File: config.mk
export PLATFORM = sky130hd
export DESIGN_NAME = jam_cost_table
export DESIGN_NICKNAME = d
export VERILOG_FILES = /design/src/rtl/jam_cost_table.sv
export SDC_FILE = /design/constraint.sdc
export NUM_CORES = 1
export LEC_CHECK = 0
export CAP_MARGIN = 25
export CELL_PAD_IN_SITES_DETAIL_PLACEMENT = 2
export CELL_PAD_IN_SITES_GLOBAL_PLACEMENT = 2
export CORE_MARGIN = 2
export CORE_UTILIZATION = 40
export CTS_CLUSTER_DIAMETER = 100
export DETAILED_ROUTE_END_ITERATION = 10
export PLACE_DENSITY_LB_ADDON = 0.15
export SYNTH_ARGS = -nofsm -noshare
export SYNTH_HDL_FRONTEND = slang
export SYNTH_SLANG_ARGS = --single-unit
File: constraint.sdc
create_clock -name CLK -period 2.5 [get_ports CLK]
set_input_delay 0.5 -clock CLK [delete_from_list [all_inputs] [get_ports CLK]]
set_output_delay 0.5 -clock CLK [all_outputs]
set_load 0.01 [all_outputs]
File: src/rtl/jam_cost_table.sv
// Cost matrix store for the job-assignment search: loads 64 row-major 7-bit entries,
// then serves registered lookups. Optional row-minimum lower bound: JAM_COST_TABLE_ROWMIN_EN.
module jam_cost_table (
  input  logic       CLK,
  input  logic       RST,
  input  logic       In_valid,
  input  logic [6:0] In_data,
  output logic       In_ready,
  input  logic       Clear,
  input  logic [2:0] W,
  input  logic [2:0] J,
  output logic [6:0] Cost,
  output logic       Table_ready,
  output logic [9:0] LowerBound
);

  typedef enum logic [0:0] {
    ST_LOAD  = 1'b0,
    ST_READY = 1'b1
  } state_t;

  state_t     state_r;
  state_t     state_s;
  logic [5:0] idx_r;
  logic [6:0] cost_r;
  logic       accept_s;
  logic       last_s;
  logic [6:0] mem [0:63];

  assign In_ready    = (state_r == ST_LOAD);
  assign Table_ready = (state_r == ST_READY);
  assign accept_s    = In_valid & In_ready & ~Clear;
  assign last_s      = (idx_r == 6'd63);
  assign Cost        = cost_r;

  // Next-state decode; Clear wins over a completing load.
  always_comb begin
    state_s = state_r;
    if (Clear) begin
      state_s = ST_LOAD;
    end else begin
      case (state_r)
        ST_LOAD: begin
          if (accept_s && last_s) begin
            state_s = ST_READY;
          end else begin
            state_s = ST_LOAD;
          end
        end
        ST_READY: state_s = ST_READY;
        default:  state_s = ST_LOAD;
      endcase
    end
  end

  // State register and load counter; counter wraps to 0 after entry 63.
  always_ff @(posedge CLK or posedge RST) begin
    if (RST) begin
      state_r <= ST_LOAD;
      idx_r   <= 6'd0;
    end else begin
      state_r <= state_s;
      if (Clear) begin
        idx_r <= 6'd0;
      end else if (accept_s) begin
        idx_r <= idx_r + 6'd1;
      end
    end
  end

  // Table storage; deliberately not reset, a fresh load overwrites every entry.
  always_ff @(posedge CLK) begin
    if (accept_s) begin
      mem[idx_r] <= In_data;
    end
  end

  // One-cycle lookup; zero while loading or being cleared.
  always_ff @(posedge CLK or posedge RST) begin
    if (RST) begin
      cost_r <= 7'd0;
    end else if (Clear || (state_r != ST_READY)) begin
      cost_r <= 7'd0;
    end else begin
      cost_r <= mem[{W, J}];
    end
  end

`ifdef JAM_COST_TABLE_ROWMIN_EN
  function automatic logic [6:0] min7(input logic [6:0] a, input logic [6:0] b);
    return (b < a) ? b : a;
  endfunction

  logic [6:0] rowmin_r;
  logic [6:0] min_s;
  logic [9:0] acc_r;
  logic [9:0] acc_s;
  logic [9:0] lb_r;

  // Running minimum including the entry being accepted this cycle.
  always_comb begin
    min_s = In_data;
    if (idx_r[2:0] == 3'd0) begin
      min_s = In_data;
    end else begin
      min_s = min7(rowmin_r, In_data);
    end
    acc_s = acc_r + {3'd0, min_s};
  end

  // Row-min tracking and accumulation; bound published on the final accept.
  always_ff @(posedge CLK or posedge RST) begin
    if (RST) begin
      rowmin_r <= 7'd0;
      acc_r    <= 10'd0;
      lb_r     <= 10'd0;
    end else if (Clear) begin
      rowmin_r <= 7'd0;
      acc_r    <= 10'd0;
      lb_r     <= 10'd0;
    end else if (accept_s) begin
      rowmin_r <= min_s;
      if (idx_r[2:0] == 3'd7) begin
        acc_r <= acc_s;
      end
      lb_r <= last_s ? acc_s : 10'd0;
    end else if (state_r == ST_LOAD) begin
      lb_r <= 10'd0;
    end
  end

  assign LowerBound = lb_r;
`else
  assign LowerBound = 10'd0;
`endif

endmodule

==> results_dict.tcl, run 1 <==
set metrics [dict create \
    ys_warn_count 0 \
    worst_pin_slew_ns 0.817 \
    grt_pass1_wl_um 74300 \
    drive_gt1_share_pct 31.5 \
    dp_cells 1574 \
    synth_top_area_share_pct 74.5 \
    fill_cells 3921 \
    stdcell_count 1666 \
    num_vias 9229 \
    syn_to_final_growth_pct 19.3 \
    crit_chain "clkdlybuf4s50_1 -> and3b_1 -> o21ai_0 -> a2111oi_1 -> buf_2 -> a41o_1" \
    multiInputGateArea_um2 3940 \
    grt_max_degree 65 \
    synth_cell_types 45 \
    numCtsBuffers 49 \
    period_minus_slack_ns 2.18 \
    grt_overflow_total 0 \
    setup_violations 0 \
    hold_buffers 0 \
    drv_cap 0 \
    seq_area_frac_synth_pct 76.4 \
    die-area_um2 46900 \
    die_w_um 217 \
    r2r_end "Cost[0]$_DFF_PP0_" \
    dr.first_iter.drc_count 762 \
    path_clk_slew_ns 0.06 \
    grt_antenna_before_repair 0 \
    hold_viol_final 0 \
    dp_hpwl_um 32800 \
    synthArstFlopShare_pct 3.03 \
    netlist_area_um2 18100 \
    final_nets 1051 \
    cts_setup_buffers 0 \
    ys.flop_type "edfxtp_1" \
    clkLatencyLatePin_ns 0.59 \
    drt_wl_total_um 50700 \
    start_util_pct 40.7 \
    ff_latch_area_um2 13800 \
    cts_tree "done" \
    synth_largest_area_cell "edfxtp_1" \
    fp.coreArea_um2 44400 \
    dr.pass1.iters 5 \
    yosys-top-cells-area "edfxtp_1 74%, mux4_2 14%, dfrtp_1 1.9%" \
    wire_per_inst_um 30.4 \
    path_max_fanout 8 \
    rows 77 \
    slowest_stage "clkdlybuf4s50_1" \
    drv_slew 0 \
    ant_nets 0 \
    r2r-start "mem[35][0]$_DFFE_PP_" \
    status "complete, no violations" \
    r2r_slack_ns 0.40 \
    worstRegToRegCells 7 \
    synth_edf_count 448 \
    path_class "in -> reg" \
    grt_usage_pct 22.3 \
    syn_area_per_cell_um2 20.8 \
    powerDensity_nw_per_um2 763 \
    end_kind "register" \
    pin_count 36 \
    slowest_delay_ns 0.54 \
    final_common_cell "edfxtp_1" \
    rsz0062_at_grt "no" \
    io_buffer_count 25 \
    layout_common_cells "448 x edfxtp_1, 118 x buf_4, 110 x mux4_2" \
    cts_resized 0 \
    synth_cells 869 \
    htreeDepth 2 \
    fmax_mhz 459 \
    clock-skew-final_ns 0.0153 \
    cp.required_ns 3.03 \
    relSlewSlack_pct 45.4 \
    post-route-period-util_pct 87.1 \
    synth_seq_cells 462 \
    first_global_vias 10300 \
    clockBufferDepth 3 \
    die_h_um 217 \
    leakage_nw 7.12 \
    cts_root_buffer "clkbuf_16" \
    hp-class "in -> async" \
    start_kind "primary input" \
    clock_sinks 462 \
    vias_per_cell 5.54 \
    drc_errors 0 \
    fin_util_pct 48.5 \
    cp.arrival_ns 2.70 \
    routabilityCongestion 0.792 \
    ir_drop_mv 0.562 \
]
## cells in the mapped netlist (2+ instances only)
cell       instances
a2111oi_1          2
a211oi_1           2
a21o_1             2
a21oi_1           11
a41o_1             2
and3b_1            2
buf_1              2
buf_2             11
buf_4             23
buf_6              3
clkbuf_1          18
dfrtp_1           14
edfxtp_1         448
inv_1              2
mux2_2             5
mux2i_1           27
mux4_1             2
mux4_2           110
nand2_1           24
nand2b_1           3
nand3_1            3
nand3b_1           3
nand4_1            6
nor2_1            76
nor2b_1            7
nor3_1             5
o21ai_0           16
o221ai_1           6
o22ai_1           11
o2bb2ai_1          2
or2_2              2
or3_1              2
or3b_2             3
xor2_1             3
## per-stage QoR
step | cell area [um^2] | total power, mW | setup WS [ns] | TNS (ns) | hold slack (ns)
after global routing | 21500 | 16.9 | 0.252 | 0 | 0.398
final | 21500 | 16.4 | 0.323 | 0 | 0.373
after detailed placement | 20000 | 9.51 | -0.273 | -1.32 | 0.586
after CTS | 21500 | 16.6 | 0.317 | 0 | 0.360
after floorplan | 18100 | 9.08 | 0.300 | 0 | 0.389
after global placement | 20000 | 9.46 | -0.704 | -1.62 | 0.570
## cell families after synthesis
| group | Yosys count | share of synthesized area, % |
|---|---|---|
| other | 1 | 0.0208 |
| DFF | 462 | 76.4 |
| xor gates and xnor gates | 4 | 0.194 |
| muxes | 144 | 15.8 |
| and+or+nand+nor | 138 | 3.44 |
| buffers and inverters | 61 | 1.97 |
| AOI/OAI and AO/OA | 58 | 2.09 |
| adders and majority gates | 1 | 0.0692 |
## power breakdown
group | switching, mW | total [mW] | internal (mW) | leakage, nW
sequential | 0.0105 | 8.51 | 8.50 | 4.22
clock | 3.00 | 7.10 | 4.10 | 0.767
combinational | 0.484 | 0.815 | 0.331 | 2.13
## layer usage
| metal | share of wire (%) | GRT usage, % | vias up |
|---|---|---|---|
| met5 | 0 | 0 | - |
| met4 | 2.2 | 5.84 | 0 |
| met3 | 4.5 | 3.75 | 60 |
| met2 | 50 | 37.2 | 250 |
| met1 | 43 | 30.6 | 5040 |
| li1 | - | - | 3879 |
## registers in the layout, indices dropped and copies added (netlist names)
register / count
mem: 448
idx_r: 6
Cost: 7
Table_ready: 1
## critical path, delay by kind of cell
kind,cells,cell delay (ns)
and+or+nand+nor,1,0.53
buffers and inverters,2,0.80
AOI/OAI and AO/OA,3,0.87
## how the worst max path moves through the flow
stage                          start                    to  slack (ns)
2_1_floorplan               In_valid  mem[62][0]$_DFFE_PP_        0.30
3_3_place_gp                   Clear     Cost[4]$_DFF_PP0_       -0.70
3_5_place_dp                   Clear     Cost[4]$_DFF_PP0_       -0.27
4_1_cts        Table_ready$_DFF_PP0_              In_ready        0.32
5_1_grt                        Clear     Cost[4]$_DFF_PP0_        0.25
6_report                       Clear     Cost[4]$_DFF_PP0_        0.32
## final cells by class
type	count	area share [%]
sequential	462	64.1
multi-input combinational	355	18.3
timing repair buffer	163	6.93
clock buffer	64	6.24
tap	592	3.44
clock inverter	27	0.999
inverter	2	0.0348
antenna	1	0.0116
(Power assumes the default switching activity.)
==> run 2: changes to the inputs <==
- PLACE_DENSITY: unset -> 0.69
- PLACE_DENSITY_LB_ADDON: 0.15 -> unset
- RECOVER_POWER: unset -> 50
==> run 2 against run 1 <==
The run now ends with max-capacitance violations, max-slew violations left. Total power fell by 1.9%. Cell count fell by 0.60%. Via count fell by 0.13%. Flip-flop and latch count did not move. Wire length fell by 2.2%. Setup slack improved by 0.046 ns. Critical endpoint is now In_ready. Clock skew rose by 0.013 ns. Critical path depth fell by 4. Clock power fell by 4.1%. Clock-buffer cell count rose by 3.
==> results_dict.tcl, run 2 (same netlist as run 1, synthesis figures left out) <==
set metrics [dict create \
    slowest_stage "clkdlybuf4s50_1" \
    final_common_cell "edfxtp_1" \
    leakage_nw 7.00 \
    setup_violations 0 \
    crit_family "buffers and inverters" \
    clock-skew-final_ns 0.0282 \
    routabilityCongestion 0.807 \
    drive_gt1_share_pct 30.4 \
    period_minus_slack_ns 2.13 \
    path_clk_slew_ns 0.06 \
    drv_slew 325 \
    cts_setup_buffers 0 \
    ir_drop_mv 0.581 \
    clock_sinks 462 \
    status "finished with violations" \
    rows 77 \
    largest_reg_flops 448 \
    end_kind "primary output" \
    setup_ws_ns 0.369 \
    die-area_um2 46900 \
    grt_usage_pct 21.7 \
    start_kind "register" \
    path_max_fanout 5 \
    dp_cells 1565 \
    wire_per_inst_um 29.9 \
    drv_cap 5 \
    dp_hpwl_um 32600 \
    die_h_um 217 \
    failed_checks "max-capacitance violations, max-slew violations" \
    grt_overflow_total 0 \
    final_nets 1042 \
    hp-class "in -> async" \
    clockBufferDepth 3 \
    layout_common_cells "448 x edfxtp_1, 110 x mux4_2, 107 x buf_4" \
    dr.pass1.iters 5 \
    cp.required_ns 2.00 \
    fp.coreArea_um2 44400 \
    path_class "reg -> out" \
    cp.arrival_ns 1.63 \
    grt_antenna_before_repair 1 \
    first_global_vias 10100 \
    fmax_mhz 469 \
    vias_per_cell 5.57 \
    fin_util_pct 48.0 \
    num_vias 9217 \
    slowest_delay_ns 0.54 \
    ant_nets 0 \
    syn_to_final_growth_pct 18.0 \
    crit_chain "inv_1 -> clkdlybuf4s50_1" \
    cts_tree "done" \
    hold_buffers 0 \
    start_util_pct 40.7 \
    relSlewSlack_pct -6.03 \
    pin_count 36 \
    numCtsBuffers 49 \
    drc_errors 0 \
    diodes 0 \
    largest-register "mem" \
    rsz0062_at_grt "no" \
    powerDensity_nw_per_um2 756 \
    grt_pass1_wl_um 72400 \
    place_ws_ns -0.0869 \
    htreeDepth 2 \
    cts_root_buffer "clkbuf_16" \
    grt_max_degree 65 \
    path_buf_inv 2 \
    hold_viol_final 0 \
    clkLatencyLatePin_ns 0.60 \
    io_buffer_count 25 \
    cts_resized 0 \
    dr.first_iter.drc_count 852 \
    die_w_um 217 \
    drt_wl_total_um 49600 \
    post-route-period-util_pct 85.2 \
    worst_pin_slew_ns 1.59 \
    stdcell_count 1656 \
]
## run 2: changes by cell type in the layout (fill, tap and decap cells not counted), moves of 2 or more
| cell | previous run | this run |
|---|---|---|
| clkinv_8 | 0 | 2 |
| clkbuf_16 | 51 | 49 |
| clkinv_4 | 2 | 0 |
| buf_4 | 118 | 107 |
| bufinv_16 | 3 | 1 |
| buf_12 | 20 | 15 |
| clkbuf_1 | 11 | 18 |
| buf_2 | 9 | 5 |
| clkbuf_2 | 0 | 7 |
## run 2: metrics by stage
| step | power (mW) | setup TNS [ns] | hold WS (ns) | area [um^2] |
|---|---|---|---|---|
| global route | 16.6 | 0 | 0.504 | 21300 |
| floorplan | 9.08 | 0 | 0.389 | 18100 |
| global placement | 9.46 | 0 | 0.571 | 20000 |
| detailed placement | 9.50 | -4.00 | 0.591 | 20000 |
| finish | 16.1 | 0 | 0.476 | 21300 |
| CTS | 16.3 | 0 | 0.338 | 21400 |
## run 2: layer usage
metal / vias up / global-route usage [%] / routed length [um]
met5: - / 0 / 13
met4: 2 / 6.12 / 1310
met3: 86 / 4.03 / 2820
met2: 283 / 36.2 / 24600
met1: 4976 / 29.2 / 20800
li1: 3870 / - / -
## run 2: layout make-up
type	count	area (um^2)
Fill cell	3970	23100
Sequential cell	462	13800
Multi-Input combinational cell	355	3940
Timing Repair Buffer	154	1350
Clock buffer	67	1320
Tap cell	592	741
Clock inverter	24	163
Inverter	2	7.51
## run 2: power by group
group          internal [mW]  switching [mW]  leakage [nW]
Clock                   3.82            2.99         0.729
Combinational          0.311           0.479          2.05
Sequential              8.52          0.0117          4.22
Total                   12.6            3.48          7.00
## run 2: final timing paths
kind,startpoint,endpoint,slack [ns],cells past startpoint
min reg2reg,Table_ready$_DFF_PP0_,Table_ready$_DFF_PP0_,0.59,2
max,Table_ready$_DFF_PP0_,In_ready,0.37,2
min in group CLK,Table_ready$_DFF_PP0_,Table_ready$_DFF_PP0_,0.59,2
min,RST,Cost[1]$_DFF_PP0_,0.48,2
max in group asynchronous,RST,Cost[5]$_DFF_PP0_,1.53,2
max reg2reg,Table_ready$_DFF_PP0_,mem[38][2]$_DFFE_PP_,0.47,7
==> run 3: changes to the inputs <==
- GPL_ROUTABILITY_DRIVEN: unset -> 0
==> results of run 3 <==
The final DEF is identical to that of run 2; final timing and power are the same.
